[config.mk]
export PLATFORM = sky130hd
export DESIGN_NAME = side_buffer
export DESIGN_NICKNAME = d
export VERILOG_FILES = /design/src/rtl/side_buffer_pkg.sv /design/src/rtl/sb_starve_ctr.sv /design/src/rtl/side_buffer.sv
export SDC_FILE = /design/constraint.sdc
export NUM_CORES = 1
export LEC_CHECK = 0
export BUFFER_PORTS_ARGS = -buffer_cell sky130_fd_sc_hd__buf_4
export CAP_MARGIN = 20
export CELL_PAD_IN_SITES_DETAIL_PLACEMENT = 1
export CELL_PAD_IN_SITES_GLOBAL_PLACEMENT = 1
export CORE_MARGIN = 8
export CORE_UTILIZATION = 54
export CTS_BUF_LIST = sky130_fd_sc_hd__clkbuf_2
export CTS_CLUSTER_DIAMETER = 40
export DETAILED_ROUTE_END_ITERATION = 12
export GPL_TIMING_DRIVEN = 0
export PLACE_DENSITY = 0.9
export SLEW_MARGIN = 20
export SYNTH_ARGS = -nofsm -noshare
export SYNTH_HDL_FRONTEND = slang
export SYNTH_SLANG_ARGS = --single-unit
[constraint.sdc]
create_clock -name clk -period 5.4 [get_ports clk]
set_input_delay 0 -clock clk [delete_from_list [all_inputs] [get_ports clk]]
set_output_delay 0 -clock clk [all_outputs]
set_load 0.01 [all_outputs]
[src/rtl/side_buffer_pkg.sv]
// Shared router definitions: flit width, port indices and the empty-flit constant
// used by the side buffer and its neighbours.
package side_buffer_pkg;

  localparam int FLIT_W = 11;

  localparam int PORT_EAST  = 0;
  localparam int PORT_WEST  = 1;
  localparam int PORT_NORTH = 2;
  localparam int PORT_SOUTH = 3;

  typedef logic [FLIT_W-1:0] flit_t;

  localparam flit_t EMPTY_FLIT = '0;

endpackage

[src/rtl/sb_starve_ctr.sv]
// Saturating wait counter for the head flit of the side buffer, plus the
// registered redirect request raised once the head has waited STARVE_LIMIT cycles.
module sb_starve_ctr #(
  parameter int STARVE_LIMIT = 8
) (
  input  logic clk,
  input  logic rst,
  input  logic valid,
  input  logic taken,
  input  logic empty,
  output logic redirect
);

  localparam int SW = $clog2(STARVE_LIMIT + 1);
  localparam logic [SW-1:0] LIMIT = SW'(STARVE_LIMIT);

  logic [SW-1:0] ctr_q, ctr_d;
  logic          redirect_q, redirect_d;
  logic          pop;

  always_comb begin
    pop        = valid && taken;
    ctr_d      = ctr_q;
    redirect_d = redirect_q;
    if (pop || empty) begin
      // A departing head or an empty buffer means nothing is waiting any more.
      ctr_d      = '0;
      redirect_d = 1'b0;
    end else begin
      if (valid && !taken && (ctr_q < LIMIT)) begin
        ctr_d = ctr_q + SW'(1);
      end
      if (ctr_d == LIMIT) begin
        redirect_d = 1'b1;
      end
    end
  end

  always_ff @(posedge clk or posedge rst) begin
    if (rst) begin
      ctr_q      <= '0;
      redirect_q <= 1'b0;
    end else begin
      ctr_q      <= ctr_d;
      redirect_q <= redirect_d;
    end
  end

  assign redirect = redirect_q;

endmodule

[src/rtl/side_buffer.sv]
// First-word-fall-through FIFO for flits deflected off the ring; offers the oldest
// flit to the injector and requests a forced slot when that flit starves.
module side_buffer
  import side_buffer_pkg::*;
#(
  parameter int FLIT_W       = side_buffer_pkg::FLIT_W,
  parameter int DEPTH        = 4,
  parameter int STARVE_LIMIT = 8
) (
  input  logic                       clk,
  input  logic                       rst,
  input  logic [FLIT_W-1:0]          buf_in,
  input  logic                       buf_in_valid,
  output logic                       buf_full,
  output logic [FLIT_W-1:0]          crinject,
  output logic                       crinject_valid,
  input  logic                       crinject_taken,
  output logic                       redirect,
  output logic                       overflow,
  output logic [$clog2(DEPTH):0]     count
);

  localparam int PTR_W = $clog2(DEPTH);
  localparam int CNT_W = PTR_W + 1;
  localparam logic [CNT_W-1:0] FULL_CNT = CNT_W'(DEPTH);

  logic [FLIT_W-1:0] mem_q [DEPTH];
  logic [PTR_W-1:0]  rd_ptr_q, rd_ptr_d;
  logic [PTR_W-1:0]  wr_ptr_q, wr_ptr_d;
  logic [CNT_W-1:0]  count_q, count_d;
  logic              overflow_q, overflow_d;
  logic              empty, pop, push;

  assign empty          = (count_q == '0);
  assign crinject_valid = !empty;
  assign buf_full       = (count_q == FULL_CNT);
  assign crinject       = empty ? EMPTY_FLIT[FLIT_W-1:0] : mem_q[rd_ptr_q];
  assign count          = count_q;
  assign overflow       = overflow_q;

  assign pop  = crinject_taken && crinject_valid;
  // A full buffer still accepts a flit when the head leaves in the same cycle.
  assign push = buf_in_valid && (!buf_full || pop);

  always_comb begin
    rd_ptr_d   = rd_ptr_q;
    wr_ptr_d   = wr_ptr_q;
    count_d    = count_q;
    overflow_d = overflow_q;
    if (push) wr_ptr_d = wr_ptr_q + PTR_W'(1);
    if (pop)  rd_ptr_d = rd_ptr_q + PTR_W'(1);
    if (push && !pop)      count_d = count_q + CNT_W'(1);
    else if (pop && !push) count_d = count_q - CNT_W'(1);
    if (buf_in_valid && !push) overflow_d = 1'b1;
  end

  always_ff @(posedge clk or posedge rst) begin
    if (rst) begin
      rd_ptr_q   <= '0;
      wr_ptr_q   <= '0;
      count_q    <= '0;
      overflow_q <= 1'b0;
    end else begin
      rd_ptr_q   <= rd_ptr_d;
      wr_ptr_q   <= wr_ptr_d;
      count_q    <= count_d;
      overflow_q <= overflow_d;
    end
  end

  // Storage carries no reset; an entry is only visible once count covers it.
  always_ff @(posedge clk) begin
    if (push) mem_q[wr_ptr_q] <= buf_in;
  end

  sb_starve_ctr #(
    .STARVE_LIMIT(STARVE_LIMIT)
  ) u_starve (
    .clk      (clk),
    .rst      (rst),
    .valid    (crinject_valid),
    .taken    (crinject_taken),
    .empty    (empty),
    .redirect (redirect)
  );

endmodule
==> impl_metrics.py, run 1 <==
metrics = {
    "logic_synthesis": {
        "synthCells": 133,
        "synth_warnings": 0,
        "ys_types": 31,
        "yosysTopAreaCell": "edfxtp_1",
        "synthSimpleGateAreaFrac_pct": 8.07,
        "ys_seq_area_share_pct": 68.9,
        "synth_top_area_share_pct": 55.3,
        "synth_top_family_by_area": "multiplexers",
        "syn_area_sq_um": 2390,
        "synth_nets": 155,
        "ys_ff_latch": 57,
        "synthAdderAreaFrac_pct": 3.98,
        "yosys.area_share.xor_xnor_pct": 2.93,
        "synth_area_per_cell_sq_um": 18.0,
        "synthTopCellsByArea": "edfxtp_1 (55%), dfrtp_1 (14%), mux4_2 (7.5%), and2_1 (3.9%), mux4_1 (3.3%)",
        "synth_compound_area_share_pct": 1.47,
        "synth_mux_area_share_pct": 12.4,
    },
    "power_and_ir_drop": {
        "ir_drop_mv": 0.350,
        "power_mw": 1.68,
        "power_density_nw_per_um2": 557,
        "p_leak_nw": 1.18,
    },
    "grt": {
        "grt_pass1_vias": 1566,
        "track_usage_pct": 18.1,
        "grt_pass1_wl_mm": 8.58,
        "grt_overflow": 0,
        "antenna_found_initial": 0,
        "grt_max_degree": 14,
    },
    "final_layout": {
        "final_cell_mix": "edfxtp_1 (44), buf_4 (32), and2_1 (15), dlygate4sd3_1 (15), dfrtp_1 (13)",
        "num-fill-cells": 374,
        "final_nets": 213,
        "n_antenna_cell": 0,
        "area.growth.synth_to_final_pct": 26.6,
        "mostFrequentLayoutCell": "edfxtp_1",
        "drive_gt1_share_pct": 31.6,
    },
    "timing": {
        "clock_skew_ns": 0.0328,
        "period_minus_slack_ns": 2.46,
        "final_max_slew_viol_count": 0,
        "worst_pin_slew_ns": 0.657,
        "period_share_pct": 45.5,
        "rsz0062_at_grt": "no",
        "fin_tns_setup_ns": 0,
        "maxSlewHeadroom_pct": 56.2,
        "timing.hold.ws_ns": 0.140,
        "max_freq_mhz": 407,
        "hold_violations": 0,
        "setup_violations": 0,
    },
    "setup_path": {
        "start_kind": "register",
        "cp.required_ns": 5.80,
        "reg2reg_slack_ns": 2.94,
        "end_kind": "register",
        "timing.rr.start": "count[1]$_DFFE_PP0P_",
        "worstSetupPathType": "register to register",
        "crit_start": "count[1]$_DFFE_PP0P_",
        "crit_arrival_ns": 2.86,
        "worst-path-max-fanout": 6,
    },
    "clock_tree": {
        "cts_tree": "yes",
        "numCtsBuffers": 9,
        "root_buffer": "clkbuf_2",
        "clk_path_buf_depth": 2,
        "cts_resized": 0,
        "clkSinkCount": 57,
        "postCtsHoldBufs": 15,
        "clk_latency_ns": 0.47,
        "clk_pin_slew_worst_paths_ns": 0.18,
        "h-tree-depth": 3,
        "cts_setup_buffers": 0,
    },
    "job": {
        "max_cap_viol_count": 0,
    },
    "die": {
        "initial_core_util_pct": 55.6,
        "boundaryPins": 33,
        "die_x_um": 82.5,
        "core_area_sq_um": 4290,
        "dieArea_sq_um": 6810,
        "die_h_um": 82.5,
        "row_count": 24,
    },
    "min_path": {
        "hold_path.class": "input port to asynchronous set/reset pin",
    },
    "routing": {
        "drc": 0,
        "first_pass_iters": 4,
        "drt_iter0_drc": 80,
        "detail_route.wl_per_cell_um": 22.8,
        "avgViaCountPerCell": 5.54,
        "drt-total-wl_mm": 5.65,
        "vias": 1373,
        "ant_nets": 0,
    },
    "placed_design": {
        "io_buffers": 32,
        "gp_congestion": 0.767,
        "hpwlAfterDp_mm": 3.64,
    },
    "run_status": {
        "outcome": "finished clean",
    },
}
[through the flow]
| step | cells | utilization [%] | setup WS, ns | instance area, sq um |
|---|---|---|---|---|
| after floorplan | 133 | - | 3.33 | 2390 |
| after global placement | 217 | 62.7 | 3.24 | 2690 |
| after detailed placement | 217 | 62.7 | 3.06 | 2690 |
| after CTS | 248 | 70.4 | 2.94 | 3020 |
| after global routing | 248 | 70.4 | 2.88 | 3020 |
| final | 248 | 70.4 | 2.94 | 3020 |
[kinds of logic after synthesis]
logic type      after synthesis
mux                          14
fa+ha+maj                     7
buf+inv                      10
simple gates                 32
compound gates                5
xor+xnor                      8
flops                        57
[state kept, by name, summed over array words and instances (netlist names)]
name,count
u_starve.redirect,1
overflow,1
count,3
mem_q,44
u_starve.ctr_q,4
wr_ptr_q,2
rd_ptr_q,2
[synth_stat cells]
master and number:
edfxtp_1 44, and2_1 15, dfrtp_1 13, mux4_2 8, ha_1 6, inv_1 6
xnor2_1 6, nor2_1 5, nor2b_1 4, mux4_1 3, buf_6 2, xor2_1 2
a211oi_1 1, a21o_1 1, a21oi_1 1, a221oi_1 1, a31oi_1 1, buf_2 1
clkbuf_1 1, fa_1 1, mux2_2 1, mux2_4 1, mux2i_1 1, nand2_1 1
nand2b_1 1, nand3_1 1, nand4_1 1, nor3_1 1, nor3b_1 1, nor4b_2 1
or3_1 1
[layer usage]
metal / wire (um) / track usage [%] / up-vias
met4: 153 / 10.7 / 0
met2: 3070 / 31.2 / 41
met1: 2190 / 20.2 / 700
li1: - / - / 619
met3: 224 / 3.90 / 13
met5: 0 / 0 / -
[cell type report]
type                            instances  area (sq um)  share of cell area [%]
Timing Repair Buffer                   47           390                    12.9
Buffer                                  4          31.3                    1.03
Inverter                                6          22.5                   0.745
Clock inverter                          6           130                    4.30
Tap cell                               52          65.1                    2.15
Multi-Input combinational cell         66           688                    22.8
Clock buffer                           10          50.0                    1.65
Sequential cell                        57          1650                    54.4
[critical path: stages, from the launching register on]
cell and delay (ns):
dfrtp_1 0.52, or3_1 0.50, nand2_1 0.18, ha_1 0.22, inv_1 0.08, fa_1 0.37
xor2_1 0.15, nor2_1 0.15, xor2_1 0.21
[report_power, final]
part	leakage, nW	total, mW	switching [mW]	internal (mW)
combinational	0.508	0.615	0.294	0.322
sequential	0.563	0.659	0.0754	0.584
clock	0.106	0.410	0.163	0.247
[worst paths after layout]
path / end / cells after the start
worst min-delay path: wr_ptr_q[0]$_DFFE_PP0P_ / 3
max in group asynchronous: u_starve.ctr_q[2]$_DFF_PP0_ / 3
worst max-delay path: count[2]$_DFFE_PP0P_ / 8
worst min register to register: wr_ptr_q[1]$_DFFE_PP0P_ / 1
worst max register to register: count[2]$_DFFE_PP0P_ / 8
min in group clk: mem_q[3][1]$_DFFE_PP_ / 2
Note: power is estimated with default switching activity, not from simulation.
==> inputs of run 2 (changes only) <==
--- a/config.mk
+++ b/config.mk
@@ -10,12 +10,12 @@
 export CELL_PAD_IN_SITES_DETAIL_PLACEMENT = 1
 export CELL_PAD_IN_SITES_GLOBAL_PLACEMENT = 1
 export CORE_MARGIN = 8
-export CORE_UTILIZATION = 54
+export CORE_UTILIZATION = 50
 export CTS_BUF_LIST = sky130_fd_sc_hd__clkbuf_2
 export CTS_CLUSTER_DIAMETER = 40
 export DETAILED_ROUTE_END_ITERATION = 12
 export GPL_TIMING_DRIVEN = 0
-export PLACE_DENSITY = 0.9
+export PLACE_DENSITY = 0.84
 export SLEW_MARGIN = 20
 export SYNTH_ARGS = -nofsm -noshare
 export SYNTH_HDL_FRONTEND = slang
==> constraint.sdc (replaced) <==
create_clock -name clk -period 2.5 [get_ports clk]
set_input_delay 0 -clock clk [delete_from_list [all_inputs] [get_ports clk]]
set_output_delay 0 -clock clk [all_outputs]
set_load 0.01 [all_outputs]
==> run 2 against run 1 <==
First-iteration DRC count down 24%. Largest cell class unchanged. Die area up 6.4%. Register-to-register slack got worse by 2.7 ns. Sequential share of layout area rose by 1.4 points. Critical endpoint unchanged. Non-clock buffer count unchanged. Routed wire length shrank 16%. Critical path depth stayed put. Clock-buffer cell count is 1 higher. Power up 93%. Largest power group unchanged. Worst hold slack lost 0.038 ns.
==> impl_metrics.py, run 2 (synthesized netlist as in run 1, its figures left out) <==
metrics = {
    "clock_tree": {
        "root_buffer": "clkbuf_2",
        "cts_setup_buffers": 0,
        "numCtsBuffers": 9,
        "clk_latency_ns": 0.47,
        "clk_path_buf_depth": 2,
        "clkSinkCount": 57,
        "h-tree-depth": 3,
        "cts_tree": "yes",
        "clk_pin_slew_worst_paths_ns": 0.15,
    },
    "die": {
        "dieArea_sq_um": 7240,
        "row_count": 25,
        "die_h_um": 85.1,
        "initial_core_util_pct": 51.2,
        "boundaryPins": 33,
        "die_x_um": 85.1,
        "core_area_sq_um": 4660,
    },
    "power_and_ir_drop": {
        "p_leak_nw": 1.14,
        "power_mw": 3.24,
        "power_density_nw_per_um2": 1100,
        "ir_drop_mv": 0.585,
    },
    "grt": {
        "grt_pass1_vias": 1512,
        "track_usage_pct": 14.8,
        "grt_max_degree": 14,
        "antenna_found_initial": 0,
        "grt_pass1_wl_mm": 7.78,
        "grt_overflow": 0,
    },
    "timing": {
        "maxSlewHeadroom_pct": 60.8,
        "max_freq_mhz": 437,
        "period_minus_slack_ns": 2.29,
        "final_max_slew_viol_count": 0,
        "rsz0062_at_grt": "no",
        "hold_violations": 0,
        "fin_tns_setup_ns": 0,
        "worst_pin_slew_ns": 0.589,
        "setup_violations": 0,
        "period_share_pct": 91.5,
        "clock_skew_ns": 0.0232,
        "timing.hold.ws_ns": 0.101,
    },
    "setup_path": {
        "start_kind": "register",
        "worstSetupPathType": "register to register",
        "end_kind": "register",
        "worst-path-max-fanout": 6,
        "crit_arrival_ns": 2.67,
        "cp.required_ns": 2.88,
    },
    "routing": {
        "drc": 0,
        "avgViaCountPerCell": 5.30,
        "first_pass_iters": 4,
        "ant_nets": 0,
        "drt-total-wl_mm": 4.76,
        "vias": 1324,
        "detail_route.wl_per_cell_um": 19.0,
        "drt_iter0_drc": 61,
    },
    "placed_design": {
        "gp_congestion": 0.734,
        "io_buffers": 32,
        "hpwlAfterDp_mm": 3.35,
    },
    "final_layout": {
        "final_cell_mix": "edfxtp_1 (44), buf_4 (32), and2_1 (15), dlygate4sd3_1 (15), dfrtp_1 (13)",
        "mostFrequentLayoutCell": "edfxtp_1",
        "largest_reg_flops": 44,
        "drive_gt1_share_pct": 30.6,
        "n_antenna_cell": 0,
        "final_nets": 213,
        "top_register": "mem_q",
        "area.growth.synth_to_final_pct": 23.5,
    },
    "job": {
        "max_cap_viol_count": 0,
    },
    "run_status": {
        "outcome": "finished clean",
    },
    "min_path": {
        "hold_path.class": "input port to asynchronous set/reset pin",
    },
}
[run 2: through the flow]
stage / worst slack (ns) / std cells / instance area [sq um] / utilization (%)
finish: 0.213 / 250 / 2950 / 63.3
global route: 0.0620 / 250 / 2950 / 63.3
CTS: 0.210 / 250 / 2950 / 63.3
detailed placement: 0.271 / 219 / 2700 / 57.9
global placement: 0.348 / 219 / 2700 / 57.9
floorplan: 0.426 / 133 / 2390 / -
[run 2: layout make-up]
| type | instances | area [sq um] |
|---|---|---|
| plain buffers | 4 | 31.3 |
| clock buffers | 11 | 55.1 |
| clock inverters | 5 | 47.5 |
| fillers | 430 | 1710 |
| inverters | 6 | 22.5 |
| multi-input cells | 66 | 688 |
| flip-flops and latches | 57 | 1650 |
| well taps | 54 | 67.6 |
| repair buffers | 47 | 390 |
[run 2: report_power, final]
part / total (mW) / internal, mW / switching [mW]
Clock: 0.548 / 0.230 / 0.318
Sequential: 1.40 / 1.26 / 0.143
Combinational: 1.29 / 0.694 / 0.597
Total: 3.24 / 2.18 / 1.06
[run 2: what timing repair did]
action / in CTS / in global routing
gates resized for setup: 0 / 0
endpoints found under the hold margin: 66 / 0
hold buffers: 15 / 0
[run 2: worst max-delay path, stage by stage (launching register included)]
cell	delay, ns
dfrtp_1	0.49
or3_1	0.49
nand2_1	0.16
ha_1	0.21
inv_1	0.08
fa_1	0.37
xor2_1	0.16
nor2_1	0.11
xor2_1	0.16
[run 2: final timing paths]
kind / depth (start not counted) / startpoint / to / slack [ns]
max: 8 / count[1]$_DFFE_PP0P_ / count[2]$_DFFE_PP0P_ / 0.21
min: 3 / rst / rd_ptr_q[1]$_DFFE_PP0P_ / 0.10
max reg2reg: 8 / count[1]$_DFFE_PP0P_ / count[2]$_DFFE_PP0P_ / 0.21
min reg2reg: 1 / count[2]$_DFFE_PP0P_ / count[2]$_DFFE_PP0P_ / 0.54
max in group asynchronous: 3 / rst / count[0]$_DFFE_PP0P_ / 2.04
min in group clk: 2 / buf_in[2] / mem_q[2][2]$_DFFE_PP_ / 0.26
[run 2: layer usage]
metal	track usage [%]	part of all wire (%)	up-vias	wire length (um)
met4	8.25	1.6	0	74
met5	0	0	-	0
met1	15.9	40	670	1910
li1	-	-	617	-
met3	5.31	4.3	7	204
met2	24.7	54	30	2560
==> inputs of run 3 (changes only) <==
--- a/config.mk
+++ b/config.mk
@@ -5,18 +5,19 @@
 export SDC_FILE = /design/constraint.sdc
 export NUM_CORES = 1
 export LEC_CHECK = 0
+export ABC_AREA = 1
 export BUFFER_PORTS_ARGS = -buffer_cell sky130_fd_sc_hd__buf_4
 export CAP_MARGIN = 20
 export CELL_PAD_IN_SITES_DETAIL_PLACEMENT = 1
 export CELL_PAD_IN_SITES_GLOBAL_PLACEMENT = 1
 export CORE_MARGIN = 8
-export CORE_UTILIZATION = 50
+export CORE_UTILIZATION = 47
 export CTS_BUF_LIST = sky130_fd_sc_hd__clkbuf_2
 export CTS_CLUSTER_DIAMETER = 40
+export CTS_CLUSTER_SIZE = 28
 export DETAILED_ROUTE_END_ITERATION = 12
 export GPL_TIMING_DRIVEN = 0
 export PLACE_DENSITY = 0.84
-export SLEW_MARGIN = 20
 export SYNTH_ARGS = -nofsm -noshare
 export SYNTH_HDL_FRONTEND = slang
 export SYNTH_SLANG_ARGS = --single-unit
==> run 3 against run 2 <==
Worst setup slack improved by 0.0049 ns. Cell count up 40%. Maximum frequency up 0.21%. Sequential power shrank 3%. Routed wire length rose by 27%. Clock power is 8.4% higher. Power is 7.3% higher. Combinational power increased by 19%. Sequential cell count did not move. Largest cell class unchanged. Synthesized cell count up 62%. Via count grew 31%.
==> impl_metrics.py, run 3 <==
metrics = {
    "grt": {
        "track_usage_pct": 16.4,
        "grt_max_degree": 14,
        "grt_pass1_vias": 1871,
        "grt_overflow": 0,
        "antenna_found_initial": 0,
        "grt_pass1_wl_mm": 9.15,
    },
    "run_status": {
        "outcome": "finished clean",
    },
    "logic_synthesis": {
        "synthSimpleGateAreaFrac_pct": 13.4,
        "synth_top_family_by_area": "simple AND/OR/NAND/NOR gates",
        "syn_area_sq_um": 2450,
        "synthTopCellsByArea": "edfxtp_1 (54%), dfrtp_1 (13%), nor2_1 (8.3%), o21ai_0 (4.5%), a21oi_1 (3.3%)",
        "synth_flop_cell": "edfxtp_1",
        "ys_types": 24,
        "synth-async-reset-ratio_pct": 22.8,
        "synth_edf_count": 44,
        "synth_compound_area_share_pct": 8.69,
        "synth_mux_area_share_pct": 0.460,
        "synth_top_area_share_pct": 54.0,
        "synthCells": 216,
        "ys_seq_area_share_pct": 67.3,
        "ys_ff_latch": 57,
        "synthAdderAreaFrac_pct": 3.89,
        "synth_most_common_cell": "nor2_1",
        "yosys.area_share.xor_xnor_pct": 1.79,
        "yosysTopAreaCell": "edfxtp_1",
        "synth_nets": 238,
        "synth_warnings": 0,
        "yosys-top-cells-count": "nor2_1 (54), edfxtp_1 (44), o21ai_0 (22)",
        "synth_area_per_cell_sq_um": 11.3,
    },
    "power_and_ir_drop": {
        "p_leak_nw": 1.24,
        "clkPwrFrac_pct": 17.1,
        "switchingPower_mw": 1.39,
        "p_int_mw": 2.09,
        "power_density_nw_per_um2": 1140,
        "share_comb_of_total_power_pct": 43.9,
        "sequentialPowerShare_pct": 39.1,
        "swShare_pct": 39.9,
        "ir_drop_mv": 0.463,
    },
    "setup_path": {
        "end_kind": "register",
        "worstSetupPathType": "register to register",
        "crit_arrival_ns": 2.68,
        "start_kind": "register",
        "worst-path-max-fanout": 6,
        "cp.required_ns": 2.89,
    },
    "die": {
        "initial_core_util_pct": 48.2,
        "row_count": 26,
        "boundaryPins": 33,
        "core_area_sq_um": 5070,
        "dieArea_sq_um": 7770,
        "die_x_um": 88.2,
        "die_h_um": 88.2,
    },
    "timing": {
        "maxSlewHeadroom_pct": 27.9,
        "period_minus_slack_ns": 2.28,
        "max_freq_mhz": 438,
        "fin_tns_setup_ns": 0,
        "final_max_slew_viol_count": 0,
        "rsz0062_at_grt": "no",
        "clock_skew_ns": 0.0243,
        "hold_violations": 0,
        "period_share_pct": 91.3,
        "setup_violations": 0,
        "setup_ws_ns": 0.218,
        "timing.hold.ws_ns": 0.0784,
        "worst_pin_slew_ns": 1.08,
    },
    "final_layout": {
        "mostFrequentLayoutCell": "nor2_1",
        "drive_gt1_share_pct": 22.1,
        "final_cell_mix": "nor2_1 (54), edfxtp_1 (44), buf_4 (33)",
        "top_register": "mem_q",
        "largest_reg_flops": 44,
        "final_nets": 297,
        "fin_area_sq_um": 3050,
        "area.growth.synth_to_final_pct": 24.6,
        "n_antenna_cell": 0,
    },
    "routing": {
        "vias": 1738,
        "drt-total-wl_mm": 6.02,
        "first_pass_iters": 4,
        "detail_route.wl_per_cell_um": 17.2,
        "drt_iter0_drc": 93,
        "drc": 0,
        "avgViaCountPerCell": 4.97,
        "ant_nets": 0,
    },
    "clock_tree": {
        "clkSinkCount": 57,
        "h-tree-depth": 3,
        "cts_tree": "yes",
        "root_buffer": "clkbuf_2",
        "numCtsBuffers": 9,
        "cts_resized": 0,
        "clk_path_buf_depth": 2,
        "clk_latency_ns": 0.48,
        "clk_pin_slew_worst_paths_ns": 0.18,
    },
    "placed_design": {
        "gp_congestion": 0.734,
        "hpwlAfterDp_mm": 3.97,
        "dpl-instance-area_sq_um": 2780,
        "pre_cts_ws_ns": 0.298,
        "io_buffers": 32,
    },
    "min_path": {
        "hold_path.class": "input port to asynchronous set/reset pin",
    },
    "job": {
        "max_cap_viol_count": 0,
    },
}
-- run 3: cell count changes after synthesis, moves of 3 or more --
cell / before / now
a21oi_1: 1 / 16
and2_1: 15 / 0
buf_2: 1 / 4
clkbuf_1: 1 / 4
inv_1: 6 / 19
mux4_1: 3 / 0
mux4_2: 8 / 0
nand2_1: 1 / 14
nor2_1: 5 / 54
nor2b_1: 4 / 0
o21ai_0: 0 / 22
xnor2_1: 6 / 1
-- run 3: final cells by class --
cell class	instances	area [sq um]
Buffer	8	35.0
Clock inverter	7	71.3
Clock buffer	9	45.0
Tap cell	70	87.6
Fill cell	565	2020
Timing Repair Buffer	48	399
Multi-Input combinational cell	131	691
Sequential cell	57	1650
Inverter	20	75.1
-- run 3: cell families after synthesis --
logic type      after synthesis
mux                           1
flops                        57
xor+xnor                      5
fa+ha+maj                     7
buf+inv                      28
simple gates                 77
compound gates               41
-- run 3: stage by stage --
step	cells	util [%]	power, mW
2_1_floorplan	216	-	2.22
3_3_place_gp	318	54.7	2.79
3_5_place_dp	318	54.7	2.88
4_1_cts	348	59.7	3.50
5_1_grt	350	60.1	3.70
6_report	350	60.1	3.48
-- run 3: timing repair --
action | in CTS | in global routing
hold buffers | 14 | 0
hold endpoints to repair | 65 | 0
setup buffers | 0 | 0
-- run 3: power groups by stage --
stage	registers (mW)	logic, mW	clock network (mW)
global route	1.38	1.69	0.628
global placement	1.37	1.42	0
CTS	1.36	1.53	0.602
finish	1.36	1.53	0.594
detailed placement	1.38	1.49	0
floorplan	1.37	0.854	0
-- run 3: critical path, cell delays in order (launching register included) --
cell and delay, ns:
dfrtp_1 0.50, nor3_2 0.30, nand2_1 0.08, nand2_1 0.18, inv_1 0.12, ha_1 0.20
inv_1 0.11, fa_1 0.43, mux2_2 0.27
-- run 3: per-layer routing --
metal	GRT usage, %	wire (um)	vias up
met5	0	0	-
met4	9.83	129	0
met3	3.38	190	12
met2	27.4	3050	35
met1	18.8	2650	845
li1	-	-	846
-- run 3: final timing paths --
check / startpoint / end / slack [ns] / cells past startpoint
worst min-delay path: rst / wr_ptr_q[1]$_DFFE_PP0P_ / 0.08 / 3
worst max register to register: count[1]$_DFFE_PP0P_ / count[1]$_DFFE_PP0P_ / 0.22 / 8
worst max-delay path: count[1]$_DFFE_PP0P_ / count[1]$_DFFE_PP0P_ / 0.22 / 8
worst min register to register: overflow$_DFFE_PP0P_ / overflow$_DFFE_PP0P_ / 0.50 / 1
max in group asynchronous: rst / rd_ptr_q[0]$_DFFE_PP0P_ / 2.05 / 3
min in group clk: buf_in[7] / mem_q[1][7]$_DFFE_PP_ / 0.25 / 2
